File: src/rtl/cpu_ram_arbiter.sv
// Single-clock owner of CPU RAM port A: arbitrates the upload FIFO, the CPU and a
// zero-fill clear engine. Priority is clear > upload > CPU.
module cpu_ram_arbiter #(
   parameter int unsigned          ADDR_W     = 12,
   parameter int unsigned          DATA_W     = 8,
   parameter int unsigned          FIFO_DEPTH = 4,
   parameter logic [ADDR_W-1:0]    CLEAR_BASE = 'h200
) (
   input  logic              clk,
   input  logic              res_n,
   input  logic              upload_en,
   input  logic              upload_valid,
   output logic              upload_ready,
   input  logic [ADDR_W-1:0] upload_addr,
   input  logic [DATA_W-1:0] upload_data,
   input  logic              cpu_req,
   input  logic              cpu_wr,
   input  logic [ADDR_W-1:0] cpu_addr,
   input  logic [DATA_W-1:0] cpu_wdata,
   output logic              cpu_gnt,
   output logic              cpu_rvalid,
   output logic [DATA_W-1:0] cpu_rdata,
   output logic              cpu_hold,
   input  logic              clear_req,
   output logic              clear_busy,
   output logic              mem_en,
   output logic              mem_write,
   output logic [ADDR_W-1:0] mem_addr,
   output logic [DATA_W-1:0] mem_wdata,
   input  logic [DATA_W-1:0] mem_rdata
);

   localparam int unsigned PTR_W = $clog2(FIFO_DEPTH);

   typedef enum logic [1:0] {RUN, UPLOAD, DRAIN, CLEAR} state_e;

   state_e            state_q, state_d;
   logic              clear_pend_q, clear_pend_d;
   logic [ADDR_W-1:0] clr_cnt_q, clr_cnt_d;
   logic [PTR_W:0]    wr_ptr_q, rd_ptr_q;
   logic              hold_q, rvalid_q;
   logic [DATA_W-1:0] rdata_q;
   logic [ADDR_W-1:0] fifo_addr_q [FIFO_DEPTH];
   logic [DATA_W-1:0] fifo_data_q [FIFO_DEPTH];

   logic fifo_empty, fifo_full, push, pop;

   assign fifo_empty = (wr_ptr_q == rd_ptr_q);
   assign fifo_full  = (wr_ptr_q[PTR_W] != rd_ptr_q[PTR_W]) &&
                       (wr_ptr_q[PTR_W-1:0] == rd_ptr_q[PTR_W-1:0]);
   assign push       = upload_valid & upload_ready;

   // Grant and ready are also masked by res_n so no access can be issued in the reset cycle.
   always_comb begin
      state_d      = state_q;
      clear_pend_d = clear_pend_q;
      clr_cnt_d    = clr_cnt_q;
      cpu_gnt      = 1'b0;
      pop          = 1'b0;
      mem_en       = 1'b0;
      mem_write    = 1'b0;
      mem_addr     = '0;
      mem_wdata    = '0;
      upload_ready = res_n & upload_en & ~fifo_full & (state_q != CLEAR);
      if (clear_req && state_q != CLEAR) begin
         clear_pend_d = 1'b1;
      end
      case (state_q)
         RUN: begin
            if (clear_pend_q) begin
               state_d      = CLEAR;
               clear_pend_d = 1'b0;
               clr_cnt_d    = CLEAR_BASE;
            end else if (upload_en) begin
               state_d = UPLOAD;
            end else if (cpu_req && res_n) begin
               cpu_gnt   = 1'b1;
               mem_en    = 1'b1;
               mem_write = cpu_wr;
               mem_addr  = cpu_addr;
               mem_wdata = cpu_wdata;
            end
         end
         UPLOAD, DRAIN: begin
            if (!fifo_empty) begin
               pop       = 1'b1;
               mem_en    = 1'b1;
               mem_write = 1'b1;
               mem_addr  = fifo_addr_q[rd_ptr_q[PTR_W-1:0]];
               mem_wdata = fifo_data_q[rd_ptr_q[PTR_W-1:0]];
            end
            if (state_q == UPLOAD) begin
               if (!upload_en) state_d = DRAIN;
            end else if (upload_en) begin
               state_d = UPLOAD;
            end else if (fifo_empty) begin
               state_d = RUN;
            end
         end
         CLEAR: begin
            mem_en    = 1'b1;
            mem_write = 1'b1;
            mem_addr  = clr_cnt_q;
            if (clr_cnt_q == '1) begin
               state_d = RUN;
            end else begin
               clr_cnt_d = clr_cnt_q + ADDR_W'(1);
            end
         end
         default: state_d = RUN;
      endcase
   end

   always_ff @(posedge clk or negedge res_n) begin
      if (!res_n) begin
         state_q      <= RUN;
         clear_pend_q <= 1'b0;
         clr_cnt_q    <= '0;
         wr_ptr_q     <= '0;
         rd_ptr_q     <= '0;
         hold_q       <= 1'b0;
         rvalid_q     <= 1'b0;
         rdata_q      <= '0;
      end else begin
         state_q      <= state_d;
         clear_pend_q <= clear_pend_d;
         clr_cnt_q    <= clr_cnt_d;
         if (push) wr_ptr_q <= wr_ptr_q + (PTR_W+1)'(1);
         if (pop)  rd_ptr_q <= rd_ptr_q + (PTR_W+1)'(1);
         hold_q       <= (state_q != RUN) | upload_en | clear_pend_q;
         rvalid_q     <= cpu_gnt & ~cpu_wr;
         if (rvalid_q) rdata_q <= mem_rdata;
      end
   end

   always_ff @(posedge clk) begin
      if (push) begin
         fifo_addr_q[wr_ptr_q[PTR_W-1:0]] <= upload_addr;
         fifo_data_q[wr_ptr_q[PTR_W-1:0]] <= upload_data;
      end
   end

   // RAM data arrives one cycle after the read grant; pass it through that cycle, then hold it.
   assign cpu_rdata  = rvalid_q ? mem_rdata : rdata_q;
   assign cpu_rvalid = rvalid_q;
   assign cpu_hold   = hold_q;
   assign clear_busy = clear_pend_q | (state_q == CLEAR);

endmodule

File: config.mk
export PLATFORM = sky130hd
export DESIGN_NAME = cpu_ram_arbiter
export DESIGN_NICKNAME = d
export VERILOG_FILES = /design/src/rtl/cpu_ram_arbiter.sv
export SDC_FILE = /design/constraint.sdc
export NUM_CORES = 1
export LEC_CHECK = 0
export CORE_MARGIN = 10
export CORE_UTILIZATION = 45
export CTS_BUF_LIST = sky130_fd_sc_hd__clkbuf_16
export CTS_CLUSTER_DIAMETER = 40
export DETAILED_ROUTE_END_ITERATION = 10
export DONT_BUFFER_PORTS = 1
export GPL_TIMING_DRIVEN = 0
export HOLD_SLACK_MARGIN = 0.12
export PLACE_DENSITY = 0.59
export SLEW_MARGIN = 20
export SYNTH_ARGS = -nofsm -noshare
export SYNTH_HDL_FRONTEND = slang
export SYNTH_SLANG_ARGS = --single-unit
File: constraint.sdc
create_clock -name clk -period 2.24 [get_ports clk]
set_input_delay 0.224 -clock clk [delete_from_list [all_inputs] [get_ports clk]]
set_output_delay 0.224 -clock clk [all_outputs]
set_load 0.1 [all_outputs]
; After elaboration in Yosys (flattened, before gate mapping)
; Memories as Yosys holds them, arrays and structs flattened.
; Index checks and enable logic that the tools add are counted.
[classes]
bitwise_logic = 10
mux = 38
n_reduce_logical = 9
eq_ne = 14
addsub = 3
[ops]
columns = op, count
row1 = 12-bit two-way mux, 6
row2 = 8-bit two-way mux, 5
row3 = 12-bit case mux with 3 select lines, 1
row4 = 12-bit case mux with 2 select lines, 1
row5 = 8-bit case mux with 2 select lines, 1
row6 = 1-bit two-way mux, 14
row7 = 2-bit two-way mux, 7
row8 = "12-bit by 1-bit adder with 12-bit output, second input constant", 1
row9 = "12-bit equality test, second input constant", 1
row10 = "2-bit != test, second input constant", 4
row11 = "3-bit by 1-bit adder with 3-bit output, second input constant", 2
row12 = "3-bit != test, second input constant", 2
row13 = 1-bit case mux with 3 select lines, 2
row14 = 2-bit case mux with 3 select lines, 1
row15 = 1-bit AND, 5
row16 = "2-bit equality test, second input constant", 2
row17 = "4-bit != test, second input constant", 1
row18 = 4-bit AND reduction, 1
row19 = 2-bit nonzero test, 2
row20 = 3-bit equality test, 1
row21 = 1-bit logical AND, 3
row22 = 1-bit bitwise OR, 3
row23 = 3-bit AND reduction, 1
row24 = "2-bit by 1-bit equality test with 1-bit output, second input constant", 1
row25 = 5 further kinds, 6
[word_totals]
mem_bits_rw = 80
memories = 2
reg_bits = 31
[memory_table]
columns = name, words, word_bits, rd, rd_ports_with_merged_regs, wr, line_no
row1 = fifo_addr_q, 4, 12, 1, 0, 1, 43  ; logic [ADDR_W-1:0] fifo_addr_q [FIFO_DEPTH];
row2 = fifo_data_q, 4, 8, 1, 0, 1, 44  ; logic [DATA_W-1:0] fifo_data_q [FIFO_DEPTH];

; Depth between registers and ports, before layout
; Gate-level depths: netlist (run 1).
[depth]
ltp_word = 8
mapped_depth = 10

; Worst setup path before layout (run 1)
; OpenSTA, ideal clock, no wires.
[synth_path]
kind = reg-to-output
startpoint = reg state_q[0]
endpoint = out mem_wdata[1]
required_ns = 2.016
slack_ns = -1.374
path_stages_with_launch = 11
arrival_time_ns = 3.390
n_path_buf = 3
cell_sequence = dfrtp_1 inv_1 ha_1 clkbuf_1 nand2b_1 nor2_1 and3_1 clkbuf_1 buf_2 a22oi_1 nor2_1
[synth_between]
elab_chain_len = 3
[synth_lines]
columns = item, line_no
row1 = start: declaration, 37  ; state_e state_q, state_d;
row2 = start signal: assignment, 125  ; state_q <= state_d;
row3 = 2-bit by 1-bit equality test with 1-bit output or 2-bit equality test (tied branches), 68  ; case (state_q)
row4 = 2-bit OR reduction, 68
row5 = 8-bit case mux with 2 select lines (*), 68
row6 = end: declaration, 29  ; output logic [DATA_W-1:0] mem_wdata,
; Mark *: on every way between the ends. The rest lies on a longest branch, timed or not.

; Worst setup path in the final report (run 1)
; Same ends and word-level chain as after synthesis.

==> impl_results.md, run 1 <==
* Status: finished with violations
* Failing checks: negative setup slack
* GRT Total Usage at 15.6%
* Initial core utilization at 45.6%
* Synthesized area at 4920 um^2
* DIE WIDTH at 125 um
* Layout area overhead at 31.7%
* CP peak stage delay at 530 ps
* Final Cycle Share at 112%
* Compound-cell area share of the yosys netlist at 9.84%
* Fmax at 397 MHz
* WP buf/inv at 2
* Final hold violation count at 0
* Fillcell total at 818
* Synthesized area per cell at 14.5 um^2
* Clock Path Buffers at 2
* Reg2reg path depth at 5
* Worst hold path depth at 4
* Sink Count at 111
* Most frequent cells in the layout: edfxtp_1 (80), dfrtp_1 (29), dlygate4sd3_1 (25)
* Slack of the worst reg-to-reg path at -30 ps
* Area of the multi-input gates at 2090 um^2
* Initial antenna violation count at 0
* Die H at 125 um
* Worst reg2reg startpoint: state_q[1]
* Dpl ws at -402 ps
* CP Class: reg -> out
* Warnings from Yosys at 0
* Row count at 38
* Register area at 3180 um^2
* Final Setup Violations at 53
* Synth top area share at 48.8%
* Root Driver: clkbuf_16
* Total CTS buffers at 9
* Commonest non-fill, non-tap cell in the layout: edfxtp_1
* Final min period at 2520 ps
* Initial DRC Count at 225
* Buffers on Ports at 0
* Vias per Instance at 5.71
* Worst-Skew Late Latency at 350 ps
* Routed wire length at 12000 um
* Vias in the first global route at 3206
* Hold crit path type: in -> reg
* Yosys top cell by area: edfxtp_1
* Hpwl dp at 7720 um
* Die area at 15500 um^2
* Largest net degree at the start of global routing at 32
* Worst Tran Pin Value at 868 ps
* CTS tree: built
* CP top delay family: simple AND/OR/NAND/NOR gates
* Skew final at 7.48 ps
* Routability Congestion at 0.835
* CP startpoint kind: flop
* Worst Path Arrival at 2290 ps
* Setup WS post-layout at -276 ps
* DRT Pass-1 Iters at 4
* Primary FF master, synth: edfxtp_1
* Layout cells sized above 1 at 38.3%
* Largest family of logic cells by synthesized area: multiplexers
* Max cap viols at 0
* Final #Nets at 465
* Clock transition at path regs at 70 ps
* Detailed-route wire length per cell at 22.1 um
* Max-slew violations at 0
* Worst rel slew slack at 42.2%
* Gr ovfl total at 0
* Antenna cells at 0
* Crit end category: output pin
* Core area at 10800 um^2
* Crit-path slowest cell: nor2_4
* H-Tree Depth at 3
* Syn Inst Count at 339
* Seq cells post-synth at 111
* Synth Area in Simple Gates at 6.69%
* R2r endpoint: fifo_addr_q[1][11]
* Multiplexer share of the synthesized area at 11.9%
* Post-synthesis cell type count at 45
* Number of flops mapped to enable cells by yosys at 80
* Synth Area in XOR/XNOR at 1.42%
* Post-synthesis adder-cell area fraction at 2.54%
* Register area share after synthesis at 64.6%
* Critical Path Most Common Cell: nor2_4
* Hold WS at 153 ps
* # DRC at 0
* Ys async rst share at 27.9%
* First-pass GRT wire length at 18900 um
* Setup repair after global routing missed its margin: true
* Hold Path Sink: state_q[0]
* Via count at 3111
* Hold Crit Start: upload_en
* Critical path fanouts, max at 6
* Largest cells by area after synthesis: edfxtp_1 (49%), dfrtp_1 (16%), mux4_2 (9.2%), a22oi_1 (3.2%), ha_1 (2.5%)
* Mapped Nets at 404
* Post-route antenna net violation count at 0
* WP data required at 2020 ps
* Cell Chain, Critical Path: inv_2 -> ha_4 -> nand2b_4 -> nor2_4 -> and3_4 -> buf_16 -> a22oi_2 -> nor2_4
* Io pins at 90
==> cell type report <==
class	instances	share of cell area, %
Timing Repair Buffer	48	7.66
Clock buffer	9	3.47
Inverter	22	1.27
Sequential cell	111	49.1
Multi-Input combinational cell	194	32.2
Clock inverter	7	1.33
Tap cell	140	2.70
Buffer	14	2.24
==> through the flow <==
stage               util, %  area [um^2]  cells  setup TNS, ps
global placement       49.6         5350    479         -30490
floorplan                 -         5170    339           -778
finish                 60.1         6480    545          -4900
global route           60.1         6480    545         -11830
CTS                    59.7         6450    541          -7010
detailed placement     49.6         5360    479         -32630
==> state kept, by name, summed over array words and instances, names as in the netlist <==
| register | flops |
|---|---|
| clr_cnt_q | 12 |
| wr_ptr_q | 3 |
| clear_pend_q | 1 |
| fifo_data_q | 32 |
| state_q | 2 |
| fifo_addr_q | 48 |
| rd_ptr_q | 3 |
| rdata_q | 8 |
| cpu_rvalid | 1 |
| cpu_hold | 1 |
==> logic make-up after synthesis <==
group | count (synthesis)
buffers and inverters | 38
DFF | 111
adders and majority gates | 10
xor gates and xnor gates | 8
and+or+nand+nor | 65
muxes | 32
AOI/OAI and AO/OA | 75
==> worst register-to-register path: cells and delay by family (launching register included) <==
family	cells	cell delay (ps)
buffers and inverters	1	150
adder cells (fa/ha/maj)	1	310
AND/OR/NAND/NOR	2	610
flip-flops	1	410
AO/OA/AOI/OAI	1	480
==> timing repair <==
item,in CTS,in global routing
pin swaps,34,27
cloned,6,0
endpoints found under the hold margin,115,0
hold buffers,26,0
setup buffers,14,8
resized for setup,67,17
endpoints found under the setup margin,114,51
==> metal layers <==
layer  vias to the layer above  GRT usage [%]  share of wire, %
met3                        17           4.17               5.2
met1                      1583           19.5                43
met4                         0           5.41               2.0
li1                       1423              -                 -
met2                        88           25.6                50
met5                         -              0                 0
==> synthesized netlist by cell type (all sizes together) (2+ instances only) <==
master,instances
edfxtp,80
dfrtp,31
o21ai,24
inv,22
nor2,22
a22oi,21
mux4,20
nand2,13
a21oi,12
clkbuf,10
ha,10
mux2,10
buf,6
and3,5
xor2,5
nand2b,4
nand3,4
nand4,4
nor2b,4
nor3,4
xnor2,3
a31oi,2
a41oi,2
and2,2
mux2i,2
o22ai,2
o31a,2
o31ai,2
==> worst max-delay path by stage <==
| stage | start | endpoint | slack (ps) | cells past startpoint |
|---|---|---|---|---|
| final | state_q[0] | mem_wdata[1] | -280 | 8 |
| after global routing | state_q[0] | mem_wdata[5] | -360 | 8 |
| after CTS | state_q[1] | mem_wdata[5] | -430 | 10 |
| after detailed placement | state_q[1] | mem_wdata[0] | -400 | 4 |
| after global placement | rd_ptr_q[1] | mem_addr[8] | -770 | 4 |
| after floorplan | rd_ptr_q[1] | mem_addr[8] | -350 | 4 |
Power of run 1 is not shown: default switching activity piles up to over one toggle a cycle in this logic, so the estimate is an artifact.
==> inputs of run 2 (changes only) <==
ABC_CLOCK_PERIOD_IN_PS = 2240   (was not set)
==> results of run 2 <==
Final layout, timing and power as in run 1 (identical DEF).
Power of run 2 is left out for the same reason.
==> inputs of run 3 (changes only) <==
HOLD_SLACK_MARGIN = not set   (was 0.12)
RECOVER_POWER = 100   (was not set)
==> run 3 against run 2 <==
  * The flow finishes with violations (max-capacitance violations, max-slew violations, negative setup slack)
  * Critical path depth unchanged
  * First-iteration DRC count up 15%
  * Flip-flop and latch count unchanged
  * Worst hold slack worse by 110 ps
  * Register-to-register slack worse by 20 ps
  * Maximum frequency about the same
  * Clock-buffer cell count unchanged
  * Global-route usage about the same
  * Cell count down 0.55%
  * Utilization down 0.43 points
  * Die area unchanged
  * Non-clock buffer count down 3
  * Highest routed layer unchanged
==> impl_results.md, run 3 (synthesized netlist as in run 1, its figures left out) <==
* Setup WS post-layout at -274 ps
* Most frequent cells in the layout: edfxtp_1 (80), dfrtp_1 (29), dlygate4sd3_1 (22)
* Hold crit path type: in -> reg
* Fin util at 59.6%
* Layout area overhead at 30.8%
* Placed Cells at 479
* Status: finished with violations
* Final Setup Violations at 84
* Failing checks: max-capacitance violations, max-slew violations, negative setup slack
* Via count at 3081
* Root Driver: clkbuf_16
* Crit. Startpoint: state_q[0]
* Worst hold path depth at 2
* Hpwl dp at 7720 um
* Hold Path Sink: clear_pend_q
* # DRC at 0
* CP Class: reg -> out
* Total CTS buffers at 9
* Commonest non-fill, non-tap cell in the layout: edfxtp_1
* Buffers on Ports at 0
* Initial DRC Count at 258
* Final Cycle Share at 112%
* Crit end category: output pin
* Worst Path Arrival at 2290 ps
* Vias per Instance at 5.68
* Final #Nets at 462
* Final hold violation count at 0
* Max-slew violations at 32
* Layout cells sized above 1 at 38.3%
* Post-route antenna net violation count at 0
* Worst reg2reg startpoint: state_q[1]
* Routed wire length at 12100 um
* Worst rel slew slack at -20.0%
* Max cap viols at 1
* Antenna cells at 0
* Io pins at 90
* CTS tree: built
* Final cell count without fillers at 542
* Largest net degree at the start of global routing at 32
* R2r endpoint: fifo_addr_q[1][11]
* Slack of the worst reg-to-reg path at -50 ps
* H-Tree Depth at 3
* Detailed-route wire length per cell at 22.3 um
* Clock Path Buffers at 2
* Max reg flops at 48
* Sink Count at 111
* Initial core utilization at 45.6%
* Dpl ws at -402 ps
* DRT Pass-1 Iters at 4
* First-pass GRT wire length at 18800 um
* Final min period at 2510 ps
* Core area at 10800 um^2
* Skew final at 7.13 ps
* Setup repair after global routing missed its margin: true
* Vias in the first global route at 3192
* Row count at 38
* Routability Congestion at 0.835
* Clock transition at path regs at 70 ps
* GRT Total Usage at 15.6%
* Initial antenna violation count at 0
* Die area at 15500 um^2
* Reg2reg path depth at 5
* Worst Tran Pin Value at 1800 ps
* Critical path fanouts, max at 6
* Worst-Skew Late Latency at 350 ps
* DIE WIDTH at 125 um
* Gr ovfl total at 0
* Fmax at 398 MHz
* WP data required at 2020 ps
* Die H at 125 um
* CP startpoint kind: flop
* Hold Crit Start: clear_req
run 3: through the flow:
stage               TNS, ps  area (um^2)  hold WS [ps]
global placement     -30490         5350         -70.4
floorplan              -778         5170         -71.6
global route         -13180         6430          50.8
detailed placement   -32630         5360         -70.4
CTS                   -7060         6420          25.9
finish                -5480         6430          38.1
run 3: critical path: stages, from the launching register on:
cell	delay, ps
dfrtp_1	410
inv_2	100
ha_4	160
nand2b_4	60
nor2_4	120
and3_4	240
buf_16	200
a22oi_2	110
nor2_4	530
run 3: worst max-delay path by stage:
stage	to	slack, ps	depth (start not counted)
after global placement	mem_addr[8]	-770	4
after detailed placement	mem_wdata[0]	-400	4
after global routing	mem_wdata[5]	-360	8
final	mem_wdata[5]	-270	8
after CTS	mem_wdata[5]	-430	10
after floorplan	mem_addr[8]	-350	4
run 3: area by class of cell:
| cell class | count | area [um^2] |
|---|---|---|
| plain buffers | 14 | 145 |
| clock buffers | 9 | 225 |
| clock inverters | 7 | 86.3 |
| fillers | 825 | 4360 |
| inverters | 22 | 82.6 |
| multi-input cells | 194 | 2090 |
| flip-flops and latches | 111 | 3180 |
| well taps | 140 | 175 |
| repair buffers | 45 | 450 |
run 3: per-layer routing:
metal,track usage (%),share of wire [%]
met4,5.41,1.8
met2,25.6,50
met5,0,0
met3,4.17,4.7
met1,19.4,43
run 3: repair_timing:
action	in CTS	in global routing
endpoints found under the setup margin	114	52
hold endpoints to repair	112	0
gates cloned	6	0
resized for setup	67	17
hold buffers	23	0
setup buffers	14	8
pin swaps	34	27
Power of run 3 is left out for the same reason.
